[config.mk]
export PLATFORM = sky130hd
export DESIGN_NAME = key_input_conditioner_flat
export DESIGN_NICKNAME = d
export VERILOG_FILES = /design/src/rtl/key_input_conditioner_pkg.sv /design/src/rtl/key_input_conditioner_if.sv /design/src/rtl/key_input_conditioner_debouncer.sv /design/src/rtl/key_input_conditioner.sv /design/src/flat_wrapper.sv
export SDC_FILE = /design/constraint.sdc
export NUM_CORES = 1
export LEC_CHECK = 0
export CELL_PAD_IN_SITES_DETAIL_PLACEMENT = 0
export CELL_PAD_IN_SITES_GLOBAL_PLACEMENT = 1
export CORE_ASPECT_RATIO = 0.8
export CORE_MARGIN = 2
export CORE_UTILIZATION = 49
export CTS_CLUSTER_DIAMETER = 50
export DETAILED_ROUTE_END_ITERATION = 10
export HOLD_SLACK_MARGIN = 0.05
export PLACE_DENSITY = 0.88
export SLEW_MARGIN = 5
export SYNTH_ARGS = -nofsm -noshare
export SYNTH_HDL_FRONTEND = slang
export SYNTH_SLANG_ARGS = --single-unit
[constraint.sdc]
create_clock -name clk -period 4.2 [get_ports clk]
set_input_delay 0.84 -clock clk [delete_from_list [all_inputs] [get_ports clk]]
set_output_delay 0.84 -clock clk [all_outputs]
set_load 0.02 [all_outputs]
[src/rtl/key_input_conditioner_pkg.sv]
// Shared constants and types for the key input conditioner.
package input_pkg;

  // Board key indices (key_n bit positions)
  localparam int KEY_LEFT  = 3;
  localparam int KEY_FIRE  = 2;
  localparam int KEY_RIGHT = 1;
  localparam int NUM_KEYS  = 3;

  // Default timing at 50 MHz
  localparam int DEBOUNCE_CYCLES_50M = 250000;   // 5 ms
  localparam int DB_W_50M            = 18;
  localparam int COOLDOWN_CYCLES_50M = 2500000;  // 50 ms
  localparam int CD_W_50M            = 22;

  typedef enum logic {
    READY    = 1'b0,
    COOLDOWN = 1'b1
  } fire_state_t;

endpackage

[src/rtl/key_input_conditioner_if.sv]
// Key inputs and game-command outputs of the conditioner.
interface key_input_conditioner_if;
  logic [3:0] key_n;
  logic [1:0] user_move;
  logic       shoot;
  logic       continue_pulse;
  logic [2:0] key_state;

  // master drives raw keys and consumes commands; slave is the conditioner
  modport master (output key_n,
                  input  user_move, shoot, continue_pulse, key_state);
  modport slave  (input  key_n,
                  output user_move, shoot, continue_pulse, key_state);
endinterface

[src/rtl/key_input_conditioner_debouncer.sv]
// One key: 2-flop synchroniser, stability-count debounce, edge detect.
module key_debouncer #(
  parameter int DEBOUNCE_CYCLES = 250000,
  parameter int DB_W            = 18
) (
  input  logic clk,
  input  logic reset,
  input  logic raw_n,
  output logic level,
  output logic rise,
  output logic fall
);

  logic [1:0]      r_sync;
  logic            w_pressed;
  logic            r_level;
  logic            r_level_q;
  logic [DB_W-1:0] r_cnt;

  // Synchroniser resets to released so reset release never looks like a press
  always_ff @(posedge clk or posedge reset) begin
    if (reset) r_sync <= 2'b11;
    else       r_sync <= {r_sync[0], raw_n};
  end

  assign w_pressed = ~r_sync[1];

  // Level toggles only after DEBOUNCE_CYCLES consecutive disagreeing samples
  always_ff @(posedge clk or posedge reset) begin
    if (reset) begin
      r_level <= 1'b0;
      r_cnt   <= '0;
    end else if (w_pressed == r_level) begin
      r_cnt   <= '0;
    end else if (r_cnt == DB_W'(DEBOUNCE_CYCLES - 1)) begin
      r_level <= ~r_level;
      r_cnt   <= '0;
    end else begin
      r_cnt   <= r_cnt + 1'b1;
    end
  end

  // Delayed copy of the level for edge detection
  always_ff @(posedge clk or posedge reset) begin
    if (reset) r_level_q <= 1'b0;
    else       r_level_q <= r_level;
  end

  assign level = r_level;
  assign rise  = r_level & ~r_level_q;
  assign fall  = ~r_level & r_level_q;

endmodule

[src/rtl/key_input_conditioner.sv]
// Raw active-low keys -> debounced move vector, rate-limited shoot and
// release-triggered continue pulse.
module key_input_conditioner
  import input_pkg::*;
#(
  parameter int DEBOUNCE_CYCLES = DEBOUNCE_CYCLES_50M,
  parameter int DB_W            = DB_W_50M,
  parameter int COOLDOWN_CYCLES = COOLDOWN_CYCLES_50M,
  parameter int CD_W            = CD_W_50M,
  parameter int AUTOFIRE_EN     = 0
) (
  input  logic                     clk,
  input  logic                     reset,
  key_input_conditioner_if.slave   bus
);

  localparam int LI = KEY_LEFT  - 1;
  localparam int FI = KEY_FIRE  - 1;
  localparam int RI = KEY_RIGHT - 1;

  // Counter widths must hold the terminal counts; anything else is a build error
  if (DB_W < 1 || DB_W > 30 || DEBOUNCE_CYCLES < 1 ||
      (DEBOUNCE_CYCLES - 1) >= (1 << DB_W)) begin : g_bad_db
    $fatal(1, "DB_W too small for DEBOUNCE_CYCLES");
  end
  if (CD_W < 1 || CD_W > 30 || COOLDOWN_CYCLES < 1 ||
      (COOLDOWN_CYCLES - 1) >= (1 << CD_W)) begin : g_bad_cd
    $fatal(1, "CD_W too small for COOLDOWN_CYCLES");
  end

  logic [NUM_KEYS-1:0] w_level, w_rise, w_fall;

  for (genvar k = 0; k < NUM_KEYS; k++) begin : g_key
    key_debouncer #(
      .DEBOUNCE_CYCLES (DEBOUNCE_CYCLES),
      .DB_W            (DB_W)
    ) u_db (
      .clk   (clk),
      .reset (reset),
      .raw_n (bus.key_n[k+1]),
      .level (w_level[k]),
      .rise  (w_rise[k]),
      .fall  (w_fall[k])
    );
  end

  // key_n[0] is the board reset button; only the fire key's edges matter
  logic w_unused;
  assign w_unused = ^{bus.key_n[0], w_rise[LI], w_rise[RI], w_fall[LI], w_fall[RI]};

  fire_state_t     r_state, w_state_nxt;
  logic [CD_W-1:0] r_cd, w_cd_nxt;
  logic            w_fire;
  logic            r_shoot, r_cont;
  logic [1:0]      r_move;

  // Fire FSM: fire on rise (or held level with autofire) only when READY
  always_comb begin
    w_state_nxt = r_state;
    w_cd_nxt    = r_cd;
    w_fire      = 1'b0;
    case (r_state)
      READY: begin
        if (w_rise[FI] || (AUTOFIRE_EN != 0 && w_level[FI])) begin
          w_fire      = 1'b1;
          w_cd_nxt    = CD_W'(COOLDOWN_CYCLES - 1);
          w_state_nxt = COOLDOWN;
        end
      end
      COOLDOWN: begin
        // rises here are dropped, including the one on the terminal cycle
        if (r_cd == '0) w_state_nxt = READY;
        else            w_cd_nxt    = r_cd - 1'b1;
      end
      default: w_state_nxt = READY;
    endcase
  end

  // Fire FSM state, cooldown counter and registered shoot pulse
  always_ff @(posedge clk or posedge reset) begin
    if (reset) begin
      r_state <= READY;
      r_cd    <= '0;
      r_shoot <= 1'b0;
    end else begin
      r_state <= w_state_nxt;
      r_cd    <= w_cd_nxt;
      r_shoot <= w_fire;
    end
  end

  // Registered move vector (opposing keys cancel) and continue pulse
  always_ff @(posedge clk or posedge reset) begin
    if (reset) begin
      r_move <= 2'b00;
      r_cont <= 1'b0;
    end else begin
      r_move <= (w_level[LI] & w_level[RI]) ? 2'b00 : {w_level[LI], w_level[RI]};
      r_cont <= w_fall[FI];
    end
  end

  assign bus.user_move      = r_move;
  assign bus.shoot          = r_shoot;
  assign bus.continue_pulse = r_cont;
  assign bus.key_state      = w_level;

endmodule
[src/flat_wrapper.sv]
// flat-port wrapper written by rule: the top's interface ports become plain ports
module key_input_conditioner_flat import input_pkg::*;
#(
  parameter int DEBOUNCE_CYCLES = DEBOUNCE_CYCLES_50M,
  parameter int DB_W            = DB_W_50M,
  parameter int COOLDOWN_CYCLES = COOLDOWN_CYCLES_50M,
  parameter int CD_W            = CD_W_50M,
  parameter int AUTOFIRE_EN     = 0
)
  (clk, reset, bus_key_n, bus_user_move, bus_shoot, bus_continue_pulse, bus_key_state);
  key_input_conditioner_if bus_i ();
  input  logic clk;
  input  logic reset;
  input wire logic [$bits(bus_i.key_n)-1:0] bus_key_n;
  output wire logic [$bits(bus_i.user_move)-1:0] bus_user_move;
  output wire logic [$bits(bus_i.shoot)-1:0] bus_shoot;
  output wire logic [$bits(bus_i.continue_pulse)-1:0] bus_continue_pulse;
  output wire logic [$bits(bus_i.key_state)-1:0] bus_key_state;
  assign bus_i.key_n = bus_key_n;
  assign bus_user_move = bus_i.user_move;
  assign bus_shoot = bus_i.shoot;
  assign bus_continue_pulse = bus_i.continue_pulse;
  assign bus_key_state = bus_i.key_state;
  key_input_conditioner #(.DEBOUNCE_CYCLES(DEBOUNCE_CYCLES), .DB_W(DB_W), .COOLDOWN_CYCLES(COOLDOWN_CYCLES), .CD_W(CD_W), .AUTOFIRE_EN(AUTOFIRE_EN)) u_core (.clk(clk), .reset(reset), .bus(bus_i));
endmodule
# After elaboration in Yosys (flattened, before gate mapping)
# Cells that the tools add are included.
[totals]
elab_cells = 60
in_bits = 6
output_inout_bits = 7
register_bits = 91
[classes]
bitwise_logic = 14
n_reduce_logical = 5
eq_ne = 8
addsub = 4
mux = 14
[ops]
columns = ["op", "count"]
rows = [
  ["two-way mux 18 bit", 6],
  ["adder 18 x 1 -> 18 bit, second input constant", 3],
  ["equality test 18 bit, second input constant", 3],
  ["two-way mux 22 bit", 2],
  ["one-hot mux 22 bit (2 select lines)", 1],
  ["logical NOT 22 bit", 1],
  ["subtractor 22 x 1 -> 22 bit, second input constant", 1],
  ["inverter 1 bit", 11],
  ["AND reduction 2 bit", 4],
  ["inequality test 2 bit, second input constant", 2],
  ["bitwise AND 1 bit", 3],
  ["equality test 1 bit", 3],
  ["two-way mux 1 bit", 3],
  ["two-way mux 2 bit", 1],
  ["one-hot mux 1 bit (2 select lines)", 1],
]

# Longest topological paths before layout
# Gate-level depths: netlist of run 1.
[logic_depth]
ltp_word = 4
mapped_depth = 8
mapped_depth_nobuf = 7

# Cells and area by module
# From an unflattened synthesis of run 1, not the netlist that was laid out.
[unflattened]
hier_cells = 447
hier_area_um2 = 4614.4
[by_module_without_submodules]
columns = ["module", "area_each_um2", "seq_area_each_um2", "instances", "cells_each"]
rows = [
  ["key_debouncer", 1052.3, 553.0, 3, 99],
  ["key_input_conditioner", 1457.6, 675.6, 1, 150],
]

# Worst setup path before layout of run 1
# OpenSTA, ideal clock, no wires.
[synth_timing]
path_type = "register to register"
startpoint = "register u_core.r_cd[2]"
endpoint = "register u_core.r_cd[21]"
path_buffers = 0
period_less_slack_ns = 1.816
t_required_ns = 4.076
setup_time_ns = 0.124
arrival_ns = 1.692
stages_incl_launch_ff = 5
path_slack_ns = 2.384
cell_sequence = "dfrtp_1 -> or4_4 -> nor4_1 -> nand3_1 -> a211o_1"
[synth_via]
elab_chain_cells = 3
elab_cells_between_ends = 6
classes_between = "1 x add/sub; 1 x eq/ne; 2 x mux; 2 x reduce/logical"
[synth_rtl]
columns = ["element", "line_no", "rtl"]
rows = [
  ["start: declaration", "key_input_conditioner.sv:52", "logic [CD_W-1:0] r_cd, w_cd_nxt;"],
  ["start signal: assignment", "key_input_conditioner.sv:87", "r_cd <= w_cd_nxt;"],
  ["subtractor 22 x 1 -> 22 bit or logical NOT 22 bit (tied branches)", "key_input_conditioner.sv:73, key_input_conditioner.sv:72", ""],
  ["two-way mux 22 bit or inequality test 2 bit (tied branches)", "-", ""],
  ["one-hot mux 22 bit (2 select lines) or AND reduction 2 bit (tied branches)", "-", ""],
]
# Several ways; a longest one is shown, not always the timed one. The select of a mux whose other input is x is not followed.
# A chain may end at the register's enable or synchronous reset.

# Final worst setup path of run 1
[layout_timing]
startpoint = "register u_core.g_key[1].u_db.r_level"
endpoint = "output bus_key_state[1]"
[layout_lines]
columns = ["element", "line_no", "rtl"]
rows = [
  ["start: declaration", "key_input_conditioner_debouncer.sv:16", "logic r_level;"],
  ["start signal: assignment", "key_input_conditioner_debouncer.sv:36", "r_level <= ~r_level;"],
  ["end: declaration", "flat_wrapper.sv:18", "output wire logic [$bits(bus_i.key_state)-1:0] bus_key_state;"],
]
# No word-level cell between the ends.

==> impl_metrics.py, run 1 <==
metrics = {
    "yosys": {
        "yosysMostFrequentCell": "nor2_1",
        "synth_area_leaders": "dfrtp_1 (50%), nor2_1 (7.6%), xor2_1 (6.2%)",
        "yosysWarningCount": 0,
        "synth_area_per_cell_um2": 10.33,
        "ys.flop_type": "dfrtp_1",
        "synth_edf_count": 0,
        "synth_cells": 411,
        "syn_nets": 421,
        "async_reset_ff_share_pct": 100.0,
        "synth_cell_types": 46,
        "yosysTopAreaCell": "dfrtp_1",
        "seq_area_frac_synth_pct": 53.83,
        "yosys_register_bits": 91,
        "syn-cell-area_um2": 4244,
        "synth_top_cells_by_count": "nor2_1 (86), dfrtp_1 (85), xor2_1 (30)",
        "synth_top_area_share_pct": 50.12,
    },
    "cts": {
        "cts_resized": 0,
        "clkTransAtPathRegs_ns": 0.09,
        "hold_buffers": 0,
        "cts_sinks": 91,
        "cts_made_buffers": 9,
        "cts-root-buf": "clkbuf_8",
        "cts_setup_buffers": 0,
        "clk_latency_ns": 0.36,
        "h-tree-depth": 3,
        "cts_buffer_depth": 2,
        "tritoncts": "done",
    },
    "power": {
        "power_leakage_nw": 2.064,
        "ir_drop_mv": 0.1673,
        "p_switching_mw": 0.3489,
        "seqPwrFrac_pct": 53.9,
        "p_sw_share_pct": 21.00,
        "combPwrFrac_pct": 2.6,
        "power_density_nw_per_um2": 353.2,
        "clkPwrFrac_pct": 43.5,
        "finalPower_mw": 1.661,
        "intPower_mw": 1.313,
    },
    "critical_path": {
        "crit_type": "reg2out",
        "r2r-end": "u_core.g_key[1].u_db.r_cnt[10]$_DFF_PP0_",
        "cp_top_family": "buffers and inverters",
        "cp-endpoint": "bus_key_state[1]",
        "crit_arrival_ns": 1.49,
        "cp_num_buf_inv": 1,
        "worstSetupEndpointType": "output pin",
        "reg2reg_from": "u_core.g_key[1].u_db.r_cnt[0]$_DFF_PP0_",
        "r2r_slack_ns": 2.11,
        "cp-start-kind": "flop",
        "slowest_stage": "clkdlybuf4s50_1",
        "worst_r2r_path_depth": 5,
        "worstPathRequired_ns": 3.36,
        "critPathMaxFanout": 6,
        "cp_cell_sequence": "clkdlybuf4s50_1",
        "worst-path-stages": 1,
        "crit_path_start": "u_core.g_key[1].u_db.level$_DFFE_PP0P_",
        "slowest_delay_ns": 0.66,
    },
    "floorplan": {
        "core_area_um2": 8446,
        "fp.dieW_um": 108.1,
        "die_height_um": 87.24,
        "initial_utilization_pct": 50.25,
        "rows": 30,
        "ios": 13,
        "die-area_um2": 9426,
    },
    "global_route": {
        "grt.total_usage_pct": 17.08,
        "grt_pass1_vias": 2724,
        "grt_overflow": 0,
        "grt_pass1_wl_um": 12610,
        "grt_max_degree": 32,
        "antenna_found_initial": 0,
    },
    "finish": {
        "nets": 435,
        "drive_above_1_share_pct": 8.837,
        "n_antenna_cell": 0,
        "area_growth_pct": 10.85,
    },
    "timing": {
        "finalClockSkew_ns": 0.008148,
        "maxSlewHeadroom_pct": 51.42,
        "setup_viol": 0,
        "rsz0062_at_grt": "no",
        "tightest_slew_ns": 0.7287,
        "period_needed_ns": 2.327,
        "drv_slew": 0,
        "fin_crit_sh_pct": 55.41,
        "timing.setup.tns_ns": 0,
        "hold_viol_final": 0,
        "fmax_ghz": 0.4297,
    },
    "flow_run": {
        "maxCapViolCount": 0,
    },
    "drt": {
        "post_drt_wl_per_cell_um": 13.03,
        "ant_nets": 0,
        "drcViolationCount": 0,
        "drtIter0Drc": 128,
        "drt-pass1-iter-count": 4,
        "vias": 2867,
        "totalWireLength_um": 7061,
        "avgViaCountPerCell": 5.290,
    },
    "hold_path": {
        "min_path_type": "reg2reg",
        "hold_path_depth": 0,
    },
    "placed_design": {
        "port_buffers": 11,
        "gp_congestion": 0.8149,
        "dp.final_hpwl_um": 4858,
    },
    "run_status": {
        "outcome": "complete, no violations",
    },
}
## through the flow
step	utilization [%]	instance area [um2]	std cells	worst slack, ns	hold slack (ns)
2_1_floorplan	-	4244	411	1.006	0.3452
3_3_place_gp	52.76	4456	526	2.132	0.3464
3_5_place_dp	52.76	4456	526	2.093	0.3472
4_1_cts	55.70	4705	542	1.839	0.3609
5_1_grt	55.70	4705	542	1.779	0.3671
6_report	55.70	4705	542	1.873	0.3623
## layout make-up
class	count	area [um2]
sequential	91	2285
fill	723	3741
tap	112	140.1
multi-input combinational	297	1856
inverter	13	50.05
clock inverter	6	111.4
clock buffer	10	137.6
timing repair buffer	13	125.1
## metal layers
metal | track usage (%) | part of all wire (%) | wire length [um] | vias up
met4 | 5.245 | 1.1 | 79 | 0
li1 | - | - | - | 1435
met1 | 23.76 | 51 | 3589 | 1387
met5 | 0 | 0 | 0 | -
met3 | 5.086 | 3.7 | 259 | 7
met2 | 26.01 | 44 | 3132 | 38
## power by group through the flow
stage	clock network, mW	registers, mW	logic [mW]
after floorplan	0	0.911	0.0327
after global placement	0	0.913	0.0447
after detailed placement	0	0.913	0.0453
after CTS	0.743	0.896	0.0455
after global routing	0.774	0.898	0.0514
final	0.722	0.896	0.0431
## cell usage in the layout (no fill, tap or decap), drive strengths merged, types with 3 or more instances in the layout
master,count
a21oi,6
and4,3
bufinv,3
clkbuf,10
clkdlybuf4s50,11
dfrtp,85
dfstp,6
ha,4
inv,13
mux2i,9
nand2,23
nand2b,3
nand3,28
nand3b,5
nand4,16
nor2,86
nor2b,3
nor3,12
nor4,8
nor4b,5
o21ai,7
or3,4
or4,3
xnor2,25
xor2,30
## state kept, by name, summed over array words and instances, names as in the netlist
| register | flops |
|---|---|
| u_core.bus.user_move | 2 |
| u_core.bus.continue_pulse | 1 |
| u_core.g_key.u_db.r_sync | 6 |
| u_core.g_key.u_db.level | 3 |
| u_core.g_key.u_db.r_level_q | 1 |
| u_core.r_cd | 22 |
| u_core.r_state | 1 |
| u_core.g_key.u_db.r_cnt | 54 |
| u_core.bus.shoot | 1 |
## logic make-up after synthesis
| family | synth area share [%] |
|---|---|
| AND/OR/NAND/NOR | 25.00 |
| flip-flops | 53.83 |
| XOR/XNOR | 11.35 |
| AO/OA/AOI/OAI | 4.068 |
| buffers and inverters | 2.447 |
| multiplexers | 2.123 |
| adder cells (fa/ha/maj) | 1.179 |
## worst min path at each step
stage	end	start	slack (ns)
after global placement	u_core.g_key[2].u_db.r_sync[1]$_DFF_PP1_	u_core.g_key[2].u_db.r_sync[0]$_DFF_PP1_	0.35
after global routing	u_core.g_key[1].u_db.r_sync[1]$_DFF_PP1_	u_core.g_key[1].u_db.r_sync[0]$_DFF_PP1_	0.37
after floorplan	u_core.g_key[0].u_db.r_sync[1]$_DFF_PP1_	u_core.g_key[0].u_db.r_sync[0]$_DFF_PP1_	0.35
final	u_core.g_key[1].u_db.r_sync[1]$_DFF_PP1_	u_core.g_key[1].u_db.r_sync[0]$_DFF_PP1_	0.36
after CTS	u_core.g_key[2].u_db.r_sync[1]$_DFF_PP1_	u_core.g_key[2].u_db.r_sync[0]$_DFF_PP1_	0.36
after detailed placement	u_core.g_key[2].u_db.r_sync[1]$_DFF_PP1_	u_core.g_key[2].u_db.r_sync[0]$_DFF_PP1_	0.35
Power figures use the tool's default switching activity.
==> run 2: changes to the inputs <==
==> constraint.sdc (replaced) <==
create_clock -name clk -period 2.2 [get_ports clk]
set_input_delay 0.44 -clock clk [delete_from_list [all_inputs] [get_ports clk]]
set_output_delay 0.44 -clock clk [all_outputs]
set_load 0.02 [all_outputs]
==> run 2 against run 1 <==
Effect of this change: count of clock-buffer cells in the layout unchanged; register-to-register slack worse by 1.9 ns; clock power up 57%; first-iteration DRC count down 20%; highest routed layer unchanged.
==> impl_metrics.py, run 2 (synthesis gave the netlist of run 1 again) <==
metrics = {
    "cts": {
        "cts_made_buffers": 9,
        "cts_sinks": 91,
        "clk_latency_ns": 0.35,
        "cts-root-buf": "clkbuf_8",
        "cts_buffer_depth": 2,
        "clkTransAtPathRegs_ns": 0.09,
        "h-tree-depth": 3,
        "tritoncts": "done",
        "cts_setup_buffers": 0,
    },
    "critical_path": {
        "worstSetupEndpointType": "flop",
        "critPathMaxFanout": 7,
        "r2r_slack_ns": 0.20,
        "cp_cell_sequence": "or4_4, nor4_1, nand3_1, a211o_1",
        "cp-start-kind": "flop",
        "slowest_stage": "or4_4",
        "crit_type": "reg2reg",
        "crit_arrival_ns": 2.25,
        "slowest_delay_ns": 0.54,
        "worstPathRequired_ns": 2.44,
    },
    "finish": {
        "reg_top3": "u_core.g_key.u_db.r_cnt (54), u_core.r_cd (22), u_core.g_key.u_db.r_sync (6)",
        "drive_above_1_share_pct": 9.885,
        "final_area_um2": 4751,
        "nets": 440,
        "regMostFlops": "u_core.g_key.u_db.r_cnt",
        "area_growth_pct": 11.94,
        "mostFrequentLayoutCells": "nor2_1 (86), dfrtp_1 (85), xor2_1 (30)",
        "largest_register_ffs": 54,
        "post-route-util_pct": 56.25,
        "mostFrequentLayoutCell": "nor2_1",
        "stdcell_count": 547,
        "fill_cells": 754,
        "n_antenna_cell": 0,
    },
    "drt": {
        "ant_nets": 0,
        "avgViaCountPerCell": 5.263,
        "drcViolationCount": 0,
        "vias": 2879,
        "drtIter0Drc": 102,
        "drt-pass1-iter-count": 4,
        "totalWireLength_um": 7146,
        "post_drt_wl_per_cell_um": 13.06,
    },
    "timing": {
        "fmax_ghz": 0.4990,
        "maxSlewHeadroom_pct": 55.77,
        "drv_slew": 0,
        "fin_crit_sh_pct": 91.08,
        "rsz0062_at_grt": "yes",
        "finalClockSkew_ns": 0.005838,
        "hold_viol_final": 0,
        "tightest_slew_ns": 0.6573,
        "period_needed_ns": 2.004,
        "setup_viol": 0,
    },
    "flow_run": {
        "maxCapViolCount": 0,
    },
    "power": {
        "finalPower_mw": 2.942,
        "ir_drop_mv": 0.4297,
        "power_leakage_nw": 2.074,
        "power_density_nw_per_um2": 619.3,
    },
    "placed_design": {
        "dpl.cell_count": 531,
        "port_buffers": 11,
        "placed_area_um2": 4533,
        "gp_congestion": 0.7755,
        "dp.final_hpwl_um": 5086,
    },
    "hold_path": {
        "min_path_type": "reg2reg",
    },
    "global_route": {
        "grt_overflow": 0,
        "antenna_found_initial": 0,
        "grt_pass1_vias": 2897,
        "grt_pass1_wl_um": 13260,
        "grt_max_degree": 47,
        "grt.total_usage_pct": 17.70,
    },
    "floorplan": {
        "initial_utilization_pct": 50.25,
        "ios": 13,
        "fp.dieW_um": 108.1,
        "rows": 30,
        "die_height_um": 87.24,
        "core_area_um2": 8446,
        "die-area_um2": 9426,
    },
    "run_status": {
        "outcome": "complete, no violations",
    },
}
==> run 2: worst max-delay path: cells and delay by family, from the launching register on <==
kind | cells | cell delay [ns]
and+or+nand+nor | 3 | 1.12
DFF | 1 | 0.46
AOI/OAI and AO/OA | 1 | 0.31
==> run 2: report_power, final <==
| group | total (mW) | switching (mW) | internal [mW] | leakage, nW |
|---|---|---|---|---|
| combinational | 0.0988 | 0.0628 | 0.0360 | 0.732 |
| sequential | 1.71 | 0.0155 | 1.69 | 1.24 |
| clock | 1.13 | 0.578 | 0.556 | 0.0987 |
==> run 2: per-stage QoR <==
| stage | hold slack (ns) | setup slack, ns | TNS (ns) |
|---|---|---|---|
| after floorplan | 0.3452 | 0.3841 | 0 |
| after global placement | 0.3475 | 0.2366 | 0 |
| after detailed placement | 0.3472 | 0.2231 | 0 |
| after CTS | 0.3600 | 0.2023 | 0 |
| after global routing | 0.3669 | -0.02211 | -0.03614 |
| final | 0.3589 | 0.1962 | 0 |
==> run 2: final timing paths <==
path / from / end / cells after the start
max: u_core.r_cd[2]$_DFFE_PP0P_ / u_core.r_cd[21]$_DFFE_PP0P_ / 4
min: u_core.g_key[2].u_db.r_sync[0]$_DFF_PP1_ / u_core.g_key[2].u_db.r_sync[1]$_DFF_PP1_ / 0
max reg2reg: u_core.r_cd[2]$_DFFE_PP0P_ / u_core.r_cd[21]$_DFFE_PP0P_ / 4
min reg2reg: u_core.g_key[2].u_db.r_sync[0]$_DFF_PP1_ / u_core.g_key[2].u_db.r_sync[1]$_DFF_PP1_ / 0
max in group asynchronous: reset / u_core.g_key[2].u_db.r_sync[0]$_DFF_PP1_ / 3
min in group asynchronous: reset / u_core.r_cd[1]$_DFFE_PP0P_ / 2
==> run 2: area by class of cell <==
cell class / instances / area [um2] / area share (%)
flip-flops and latches: 91 / 2285 / 48.09
repair buffers: 18 / 200.2 / 4.214
well taps: 112 / 140.1 / 2.950
multi-input cells: 297 / 1872 / 39.40
clock inverters: 6 / 63.81 / 1.343
inverters: 13 / 52.55 / 1.106
clock buffers: 10 / 137.6 / 2.897
==> run 2: per-layer routing <==
metal	track usage, %	up-vias	share of wire, %
met5	0	-	0
met4	5.944	0	0.95
met3	3.815	7	2.0
met2	28.24	17	47
met1	24.28	1413	50
li1	-	1442	-
==> run 2: what timing repair did <==
action,4_1_cts,5_1_grt
gates resized for setup,0,2
setup endpoints to repair,0,5
hold buffers,0,0
